$ cat src/rtl/decode_stage.sv
// Registered instruction-decode stage: opcode decode, operand capture, scoreboard-based
// RAW/WAW stall, valid/ready handshake toward fetch and execute, saturating stall counter.
module decode_stage #(
    parameter int DATA_W  = 16,
    parameter int REG_AW  = 5,
    parameter int INSTR_W = 32,
    parameter int CNT_W   = 16
) (
    input  logic               clk,
    input  logic               reset,
    input  logic               in_valid,
    output logic               in_ready,
    input  logic [INSTR_W-1:0] instr,
    output logic [REG_AW-1:0]  rf_raddr1,
    output logic [REG_AW-1:0]  rf_raddr2,
    input  logic [DATA_W-1:0]  rf_rdata1,
    input  logic [DATA_W-1:0]  rf_rdata2,
    input  logic               wb_en,
    input  logic [REG_AW-1:0]  wb_addr,
    output logic               out_valid,
    input  logic               out_ready,
    output logic [2:0]         alu_op,
    output logic               reg_write,
    output logic [REG_AW-1:0]  rd,
    output logic [DATA_W-1:0]  a,
    output logic [DATA_W-1:0]  b,
    output logic               illegal,
    output logic [CNT_W-1:0]   stall_cnt
);

    localparam int NREG = 1 << REG_AW;

    typedef struct packed {
        logic       legal;
        logic       reg_write;
        logic [2:0] alu_op;
    } dec_t;

    // Opcode table; anything outside it is illegal and writes nothing.
    function automatic dec_t decode_op(input logic [5:0] op);
        dec_t d;
        case (op)
            6'd0:    d = '{legal: 1'b1, reg_write: 1'b1, alu_op: 3'b001};
            6'd1:    d = '{legal: 1'b1, reg_write: 1'b1, alu_op: 3'b010};
            6'd2:    d = '{legal: 1'b1, reg_write: 1'b1, alu_op: 3'b011};
            6'd3:    d = '{legal: 1'b1, reg_write: 1'b1, alu_op: 3'b100};
            6'd4:    d = '{legal: 1'b1, reg_write: 1'b1, alu_op: 3'b101};
            6'd5:    d = '{legal: 1'b1, reg_write: 1'b1, alu_op: 3'b110};
            default: d = '{legal: 1'b0, reg_write: 1'b0, alu_op: 3'b000};
        endcase
        return d;
    endfunction

    logic [5:0]        opcode_s;
    logic [REG_AW-1:0] rs1_s;
    logic [REG_AW-1:0] rs2_s;
    logic [REG_AW-1:0] rd_s;
    dec_t              dec_s;
    logic              hazard_s;
    logic              accept_s;
    logic              stall_s;
    logic [NREG-1:0]   pend_r;
    logic [NREG-1:0]   pend_next_s;

    logic              out_valid_r;
    logic [2:0]        alu_op_r;
    logic              reg_write_r;
    logic [REG_AW-1:0] rd_r;
    logic [DATA_W-1:0] a_r;
    logic [DATA_W-1:0] b_r;
    logic              illegal_r;
    logic [CNT_W-1:0]  stall_cnt_r;
    logic              in_ready_s;

    // Field extraction and handshake qualification.
    always_comb begin
        opcode_s = instr[INSTR_W-1 -: 6];
        rs1_s    = instr[REG_AW-1:0];
        rs2_s    = instr[2*REG_AW-1:REG_AW];
        rd_s     = instr[3*REG_AW-1:2*REG_AW];
        dec_s    = decode_op(opcode_s);
        // Only the registered scoreboard is consulted: no forwarding of same-cycle writebacks.
        hazard_s = in_valid & (pend_r[rs1_s] | pend_r[rs2_s] | (dec_s.legal & pend_r[rd_s]));
        in_ready_s = ~reset & ~hazard_s & (~out_valid_r | out_ready);
        accept_s   = in_valid & in_ready_s;
        stall_s    = in_valid & ~in_ready_s & ~reset;
    end

    // Scoreboard next state: clear on writeback, then set on accept so a set wins.
    always_comb begin
        pend_next_s = pend_r;
        if (wb_en) begin
            pend_next_s[wb_addr] = 1'b0;
        end else begin
            pend_next_s = pend_next_s;
        end
        if (accept_s && dec_s.reg_write) begin
            pend_next_s[rd_s] = 1'b1;
        end else begin
            pend_next_s = pend_next_s;
        end
    end

    // Scoreboard register.
    always_ff @(posedge clk) begin
        if (reset) begin
            pend_r <= '0;
        end else begin
            pend_r <= pend_next_s;
        end
    end

    // Output pipeline register: load on accept, drop valid on drain, otherwise hold.
    always_ff @(posedge clk) begin
        if (reset) begin
            out_valid_r <= 1'b0;
            alu_op_r    <= 3'b000;
            reg_write_r <= 1'b0;
            rd_r        <= '0;
            a_r         <= '0;
            b_r         <= '0;
            illegal_r   <= 1'b0;
        end else if (accept_s) begin
            out_valid_r <= 1'b1;
            alu_op_r    <= dec_s.alu_op;
            reg_write_r <= dec_s.reg_write;
            rd_r        <= rd_s;
            a_r         <= rf_rdata1;
            b_r         <= rf_rdata2;
            illegal_r   <= ~dec_s.legal;
        end else if (out_valid_r && out_ready) begin
            out_valid_r <= 1'b0;
        end else begin
            out_valid_r <= out_valid_r;
        end
    end

    // Saturating count of cycles where fetch offered an instruction that was refused.
    always_ff @(posedge clk) begin
        if (reset) begin
            stall_cnt_r <= '0;
        end else if (stall_s && (stall_cnt_r != {CNT_W{1'b1}})) begin
            stall_cnt_r <= stall_cnt_r + CNT_W'(1);
        end else begin
            stall_cnt_r <= stall_cnt_r;
        end
    end

    assign in_ready  = in_ready_s;
    assign rf_raddr1 = rs1_s;
    assign rf_raddr2 = rs2_s;
    assign out_valid = out_valid_r;
    assign alu_op    = alu_op_r;
    assign reg_write = reg_write_r;
    assign rd        = rd_r;
    assign a         = a_r;
    assign b         = b_r;
    assign illegal   = illegal_r;
    assign stall_cnt = stall_cnt_r;

endmodule

$ cat config.mk
export PLATFORM = sky130hd
export DESIGN_NAME = decode_stage
export DESIGN_NICKNAME = d
export VERILOG_FILES = /design/src/rtl/decode_stage.sv
export SDC_FILE = /design/constraint.sdc
export NUM_CORES = 1
export LEC_CHECK = 0
export ABC_AREA = 1
export BUFFER_PORTS_ARGS = -buffer_cell sky130_fd_sc_hd__buf_4
export CORE_UTILIZATION = 57
export CTS_CLUSTER_DIAMETER = 80
export DETAILED_ROUTE_END_ITERATION = 10
export PLACE_DENSITY = 0.95
export SLEW_MARGIN = 20
export SYNTH_ARGS = -nofsm -noshare
export SYNTH_HDL_FRONTEND = slang
export SYNTH_SLANG_ARGS = --single-unit
$ cat constraint.sdc
create_clock -name clk -period 4.79 [get_ports clk]
set_clock_uncertainty 0.15 [all_clocks]
set_input_delay 0.479 -clock clk [delete_from_list [all_inputs] [get_ports clk]]
set_output_delay 0.479 -clock clk [all_outputs]
set_load 0.1 [all_outputs]
==> impl_results.md, run 1 <==
* Cell area after layout at between 6000 and 7000 um2
* Fin crit share at 0.663
* Clock sinks at 91
* Crit-path cells: buf_4 -> clkinv_1 -> nand2_1 -> nand2_1 -> nand2_1 -> nand2_1 -> nand2_1 -> nand2_1 -> nor2_1 -> nand3_1 -> nand3_1 -> nand2_1 -> nand2_1 -> inv_1 -> buf_4
* Placed Instances at 1042
* Antenna violations before repair at 0
* Mux cell area share after synthesis at 0
* Inserted Clock Buffers at 9
* Largest family of logic cells by synthesized area: simple AND/OR/NAND/NOR gates
* H-tree Lvls at 3
* NumNets Final at around 1000
* Diode count at 0
* Worst path max stage delay at between 0.3 and 0.4 ns
* Post-Synthesis Cells at approximately 850
* Post-Route WL at 14.5 mm
* I/O pin cnt at around 140
* Port bufs at around 130
* Vias in the first global route at 5399
* Crit path time final at about 3.2 ns
* Number of synthesized flops with an enable pin at 0
* Sw frac at 0.338
* Die ar. at 9410 um2
* Yosys cell types at 29
* NetSw at around 570 uW
* Synth Area per Inst at just over 6 um2
* Maximum vdd drop at around 0.00020 V
* Simple-Gate Fraction of Synth Area at 0.397
* Sequential share of power at 0.465
* TritonCTS clock tree: done
* Startpoint types: primary input
* Via count at just under 6000
* Max-slew violation count at 0
* CP required at between 4 and 5 ns
* Skew-Pair Late Insertion Delay at approximately 0.36 ns
* Die Wd at ~97 um
* Reg clk slew, reported paths at 0.09 ns
* DR WL/cell at 13.7 um
* Seq cells post-synth at 91
* P&R area growth vs syn at 20.5%
* Dpl cell area at approximately 6000 um2
* Synthesized cell area at 5140 um2
* Gr usage total at 0.308
* Min-Delay Path Class: primary input to register
* Clock Tree Root: clkbuf_8
* Yosys warns at 0
* Compound-Gate Fraction of Synth Area at 0.118
* Placer Congestion at 0.933
* Hold Slack at ~0.22 ns
* Global-route wire length before repair at about 24 mm
* Flop2flop setup slack at between 1.5 and 2 ns
* Die Y at between 90 and 100 um
* Clk pwr share at 0.311
* 1st-iter DRT viols at ~480
* Worst-Margin Slew at 0.845 ns
* Final setup margin at 1.61 ns
* Initial Utilization at 0.590
* Resize count post-CTS at 0
* Slowest cell on crit path: clkinv_1
* Adder-cell share of the synthesized area at 0.00243
* Num rows at 34
* Ys async rst share at 0
* Leak Pwr at ~2.8 nW
* Largest net degree at the start of global routing at 82
* DRC viols at 0
* Place WS at between 1 and 1.5 ns
* Comb pwr share at 0.224
* Final hold vios at 0
* Setup TNS at 0 ns
* Crit path DAT at between 2 and 3 ns
* Crit path kind: primary input to primary output
* Max-Cap Viols at 0
* CTS Hold Bufs at 0
* Post-CTS setup buffer count at 0
* Slew HR at 0.437
* Ratio of cells with drive above 1 in the final layout at 0.165
* Status: finished clean
* Core ar. at 8720 um2
* F_max at about 0.31 GHz
* Final ANT Viol Nets at 0
* Most used cell along the critical path: nand2_1
* Via-to-Cell Ratio at 5.46
* RSZ-0062 raised after global routing: no
* Post-Synth XOR/XNOR Area at 0.00170
* Sequential fraction of the synthesis area at 0.354
* Syn nets at approximately 900
* Max clock buf depth at 2
* 1st-pass router iterations at 5
* Most used DFF post-synth: dfxtp_1
* Max FO, Critical Path at 25
* Fin cells at between 1000 and 1500
* Pwr dens at between 200 and 300 nW/um2
* Final setup viols at 0
* HPWL after detailed placement at approximately 10 mm
* Internal Dissipation at 1.11 mW
* Endpoint type of the worst setup path: primary output
* Congestion Overflow GR at 0
[synthesized netlist by cell type (2+ instances only)]
cell type  instances  area share
nand2_1          296        0.22
inv_1             93       0.068
dfxtp_1           91        0.35
nand3_1           89       0.087
a21oi_1           74       0.072
nor2_1            72       0.053
o21ai_0           38       0.037
buf_2             16       0.016
buf_4             14       0.020
nor3_1            13       0.013
clkbuf_1          12      0.0088
nand4_1           12       0.015
buf_6              5       0.011
inv_2              3      0.0022
nor4_1             2      0.0024
o211ai_1           2      0.0029
o21ai_1            2      0.0019
[layout make-up]
| type | count | area [um2] |
|---|---|---|
| clock buffers | 10 | 128 |
| clock inverters | 6 | 65.1 |
| fillers | 736 | 2520 |
| inverters | 97 | 364 |
| multi-input cells | 611 | 2670 |
| flip-flops and latches | 91 | 1820 |
| well taps | 108 | 135 |
| repair buffers | 135 | 1010 |
[path summary, 6_finish.rpt]
| path | startpoint | endpoint | depth (start not counted) |
|---|---|---|---|
| min reg2reg | a[12] | a[12] | 2 |
| max reg2reg | pend_r[28] | b[9] | 13 |
| min | rf_rdata1[4] | a[4] | 3 |
| max | instr[10] | in_ready | 15 |
[logic make-up after synthesis]
group,after synthesis
and+or+nand+nor,490
buffers and inverters,144
AOI/OAI and AO/OA,119
DFF,91
xor gates and xnor gates,1
adders and majority gates,1
[power by group through the flow]
stage	clock [mW]	combinational, mW	sequential [mW]
floorplan	0	0.174	0.894
global placement	0	0.367	0.796
detailed placement	0	0.371	0.796
CTS	0.520	0.372	0.779
global route	0.556	0.400	0.781
finish	0.521	0.375	0.779
[metrics by stage]
step           power, mW   util
2_1_floorplan       1.07      -
3_3_place_gp        1.16  0.689
3_5_place_dp        1.17  0.689
4_1_cts             1.67  0.711
5_1_grt             1.74  0.711
6_report            1.68  0.711
[cells in the final DEF, fill, tap and decap left out, drive strengths merged]
cell      count
o31ai         1
inv          97
nor3         13
clkinvlp      1
buf         135
o211ai        2
bufinv        1
clkbuf       10
xnor2         1
and2          1
o21a          1
dfxtp        91
nand3b        1
clkinv        4
ha            1
nand4        12
nand2       297
nand3        90
a21boi        1
nor4          2
a21oi        74
o21ai        40
nor2         74
[per-layer routing]
metal  global-route usage  vias to the layer above  wire [um]
met5                    0                        -          0
met4                0.137                        0        560
met3               0.0845                       55       1620
met2                0.510                      307       6610
met1                0.372                     2548       5710
li1                     -                     2862          -
[sequential cells by signal, indices dropped and copies added (netlist names)]
| signal | count |
|---|---|
| alu_op | 3 |
| out_valid | 1 |
| illegal | 1 |
| rd | 5 |
| a | 16 |
| b | 16 |
| pend_r | 32 |
| reg_write | 1 |
| stall_cnt | 16 |
[critical path: cells and delay by family]
family / cells / cell delay [ns]
buffers and inverters: 4 / 0.90
and+or+nand+nor: 11 / 1.13
No activity file was read; power rests on OpenSTA's default activity.
==> run 2, diff against run 1 <==
--- a/config.mk
+++ b/config.mk
@@ -5,12 +5,12 @@
 export SDC_FILE = /design/constraint.sdc
 export NUM_CORES = 1
 export LEC_CHECK = 0
-export ABC_AREA = 1
+export ABC_AREA = 0
 export BUFFER_PORTS_ARGS = -buffer_cell sky130_fd_sc_hd__buf_4
-export CORE_UTILIZATION = 57
+export CORE_UTILIZATION = 47
 export CTS_CLUSTER_DIAMETER = 80
 export DETAILED_ROUTE_END_ITERATION = 10
-export PLACE_DENSITY = 0.95
+export PLACE_DENSITY = 0.86
 export SLEW_MARGIN = 20
 export SYNTH_ARGS = -nofsm -noshare
 export SYNTH_HDL_FRONTEND = slang
==> constraint.sdc (replaced) <==
create_clock -name clk -period 2.8 [get_ports clk]
set_clock_uncertainty 0.15 [all_clocks]
set_input_delay 0.28 -clock clk [delete_from_list [all_inputs] [get_ports clk]]
set_output_delay 0.28 -clock clk [all_outputs]
set_load 0.1 [all_outputs]
==> impl_results.md, run 2 <==
* Status: finished with violations
* Failing checks: negative setup slack
* Die Wd at between 100 and 150 um
* Worst path max stage delay at approximately 0.5 ns
* HPWL after detailed placement at ~10 mm
* Yosys cell types at slightly below 50
* Final ANT Viol Nets at 0
* Final setup viols at 1
* Crit path DAT at 2.39 ns
* Hold Slack at 0.00512 ns
* Ratio of cells with drive above 1 in the final layout at 0.305
* Diode count at 0
* Synth Area per Inst at about 9 um2
* Min-Delay Path Class: primary input to register
* Via count at 4744
* F_max at between 0.3 and 0.4 GHz
* Leak Pwr at roughly 2.5 nW
* Max-slew violation count at 0
* Post-Route WL at approximately 14 mm
* Reg clk slew, reported paths at 0.09 ns
* Slowest cell on crit path: mux4_2
* Num rows at 36
* Clock sinks at a little over 90
* Gr usage total at 0.279
* Comb pwr share at 0.248
* DRC viols at 0
* Crit-path cells: mux4_2 -> a2bb2oi_1 -> a211oi_2 -> o31ai_2 -> o31ai_1 -> and2_4 -> buf_12
* Post-Synthesis Cells at 530
* Crit path kind: register to primary output
* Most used DFF post-synth: dfxtp_1
* CP required at approximately 2.4 ns
* DR WL/cell at approximately 18 um
* Worst-Margin Slew at ~0.91 ns
* TritonCTS clock tree: done
* Global-route wire length before repair at 22.7 mm
* Largest net degree at the start of global routing at between 50 and 60
* Number of synthesized flops with an enable pin at 0
* Yosys warns at 0
* Sequential share of power at 0.435
* Largest register FFs at 32
* Die Y at about 100 um
* Commonest cells post-synth: dfxtp_1, mux2i_1, nor2_1
* Largest Register: pend_r
* Pwr dens at 491 nW/um2
* Die ar. at approximately 11000 um2
* Seq cells post-synth at 91
* Post-CTS setup buffer count at 0
* Sequential fraction of the synthesis area at 0.383
* 1st-iter DRT viols at roughly 360
* 1st-pass router iterations at 4
* Core ar. at 9770 um2
* Synthesized cell area at 4760 um2
* Sw frac at 0.331
* Vias in the first global route at between 4000 and 5000
* P&R area growth vs syn at 32.4%
* H-tree Lvls at 3
* Ys async rst share at 0
* Antenna violations before repair at 0
* Crit path time final at between 2 and 3 ns
* Syn nets at 605
* Final setup margin at -0.0153 ns
* Max clock buf depth at 2
* Synth top area cells: dfxtp_1, mux2i_1, nor2_1
* Top-count cell post-synth: dfxtp_1
* Inserted Clock Buffers at 9
* Yosys top cell area share at 0.383
* Leading area contributor after synthesis: dfxtp_1
* Startpoint types: register
* NumNets Final at between 700 and 800
* Via-to-Cell Ratio at about 6
* Most frequent cells in the layout: buf_4, dfxtp_1, mux2i_1, nor2_1
* Placer Congestion at 0.958
* Max-Cap Viols at 0
* Max FO, Critical Path at 4
* Congestion Overflow GR at 0
* RSZ-0062 raised after global routing: yes
* Internal Dissipation at between 2 and 2.5 mW
* Clk pwr share at 0.317
* NetSw at about 1 mW
* Most common cell after layout, fill and taps aside: buf_4
* I/O pin cnt at roughly 140
* Fin crit share at 1.01
* Endpoint type of the worst setup path: primary output
* Final Power at between 3 and 4 mW
* Initial Utilization at 0.487
* Slew HR at 0.394
* Clock Tree Root: clkbuf_8
* Maximum vdd drop at 0.000380 V
* Port bufs at 132
* Skew-Pair Late Insertion Delay at about 0.36 ns
* Final hold vios at 0
[run 2: area by class of cell]
| class | instances | area (um2) |
|---|---|---|
| Clock buffer | 10 | 128 |
| Clock inverter | 6 | 90.1 |
| Fill cell | 786 | 3480 |
| Inverter | 8 | 30.0 |
| Multi-Input combinational cell | 388 | 2730 |
| Sequential cell | 91 | 1830 |
| Tap cell | 133 | 166 |
| Timing Repair Buffer | 166 | 1320 |
[run 2: worst max-delay path, delay by kind of cell, from the launching register on]
kind / cells / cell delay [ns]
AOI/OAI and AO/OA: 4 / 0.81
muxes: 1 / 0.49
DFF: 1 / 0.36
and+or+nand+nor: 1 / 0.19
buffers and inverters: 1 / 0.17
[run 2: repair_timing]
| item | CTS | global route |
|---|---|---|
| endpoints found under the setup margin | 1 | 3 |
| hold buffers | 11 | 0 |
| hold endpoints to repair | 11 | 0 |
| gates cloned | 0 | 0 |
| resized for setup | 10 | 3 |
| pin swaps | 2 | 0 |
[run 2: power groups by stage]
| stage | Sequential (mW) | Combinational, mW | Clock, mW |
|---|---|---|---|
| after detailed placement | 1.38 | 0.738 | 0 |
| after floorplan | 1.60 | 0.292 | 0 |
| after global placement | 1.37 | 0.724 | 0 |
| final | 1.35 | 0.768 | 0.981 |
| after global routing | 1.35 | 0.806 | 1.04 |
| after CTS | 1.35 | 0.762 | 0.990 |
[run 2: per-stage QoR]
stage | cell area [um2] | TNS [ns] | worst slack, ns | utilization | cells
final | 6300 | -0.0153 | -0.0153 | 0.644 | 802
after global routing | 6300 | -0.110 | -0.110 | 0.644 | 802
after detailed placement | 5920 | -3.27 | -0.0982 | 0.606 | 775
after floorplan | 4760 | 0 | 0.00708 | - | 530
after global placement | 5920 | -1.12 | -0.0411 | 0.606 | 775
after CTS | 6290 | 0 | 0.000500 | 0.644 | 802
[run 2: final timing paths]
| check | from | end | slack (ns) | cells after the start |
|---|---|---|---|---|
| setup / recovery | pend_r[30] | in_ready | -0.02 | 7 |
| hold / removal | rf_rdata2[12] | b[12] | 0.005 | 3 |
| setup reg to reg | pend_r[30] | alu_op[1] | 0.10 | 9 |
| hold reg to reg | stall_cnt[5] | stall_cnt[5] | 0.31 | 1 |
[run 2: logic make-up (layout without fill, tap and decap cells)]
logic type                 after synthesis  after routing  share of synthesized area
AOI/OAI and AO/OA                      101            101                      0.145
adders and majority gates                1              1                    0.00263
buffers and inverters                   51            190                     0.0531
DFF                                     91             91                      0.383
muxes                                   87             87                      0.206
and+or+nand+nor                        199            199                      0.210
[run 2: layer usage]
| metal | GRT usage | part of all wire | vias up |
|---|---|---|---|
| met2 | 0.456 | 0.47 | 250 |
| li1 | - | - | 2217 |
| met4 | 0.133 | 0.030 | 0 |
| met3 | 0.0603 | 0.090 | 40 |
| met1 | 0.350 | 0.41 | 2237 |
| met5 | 0 | 0 | - |
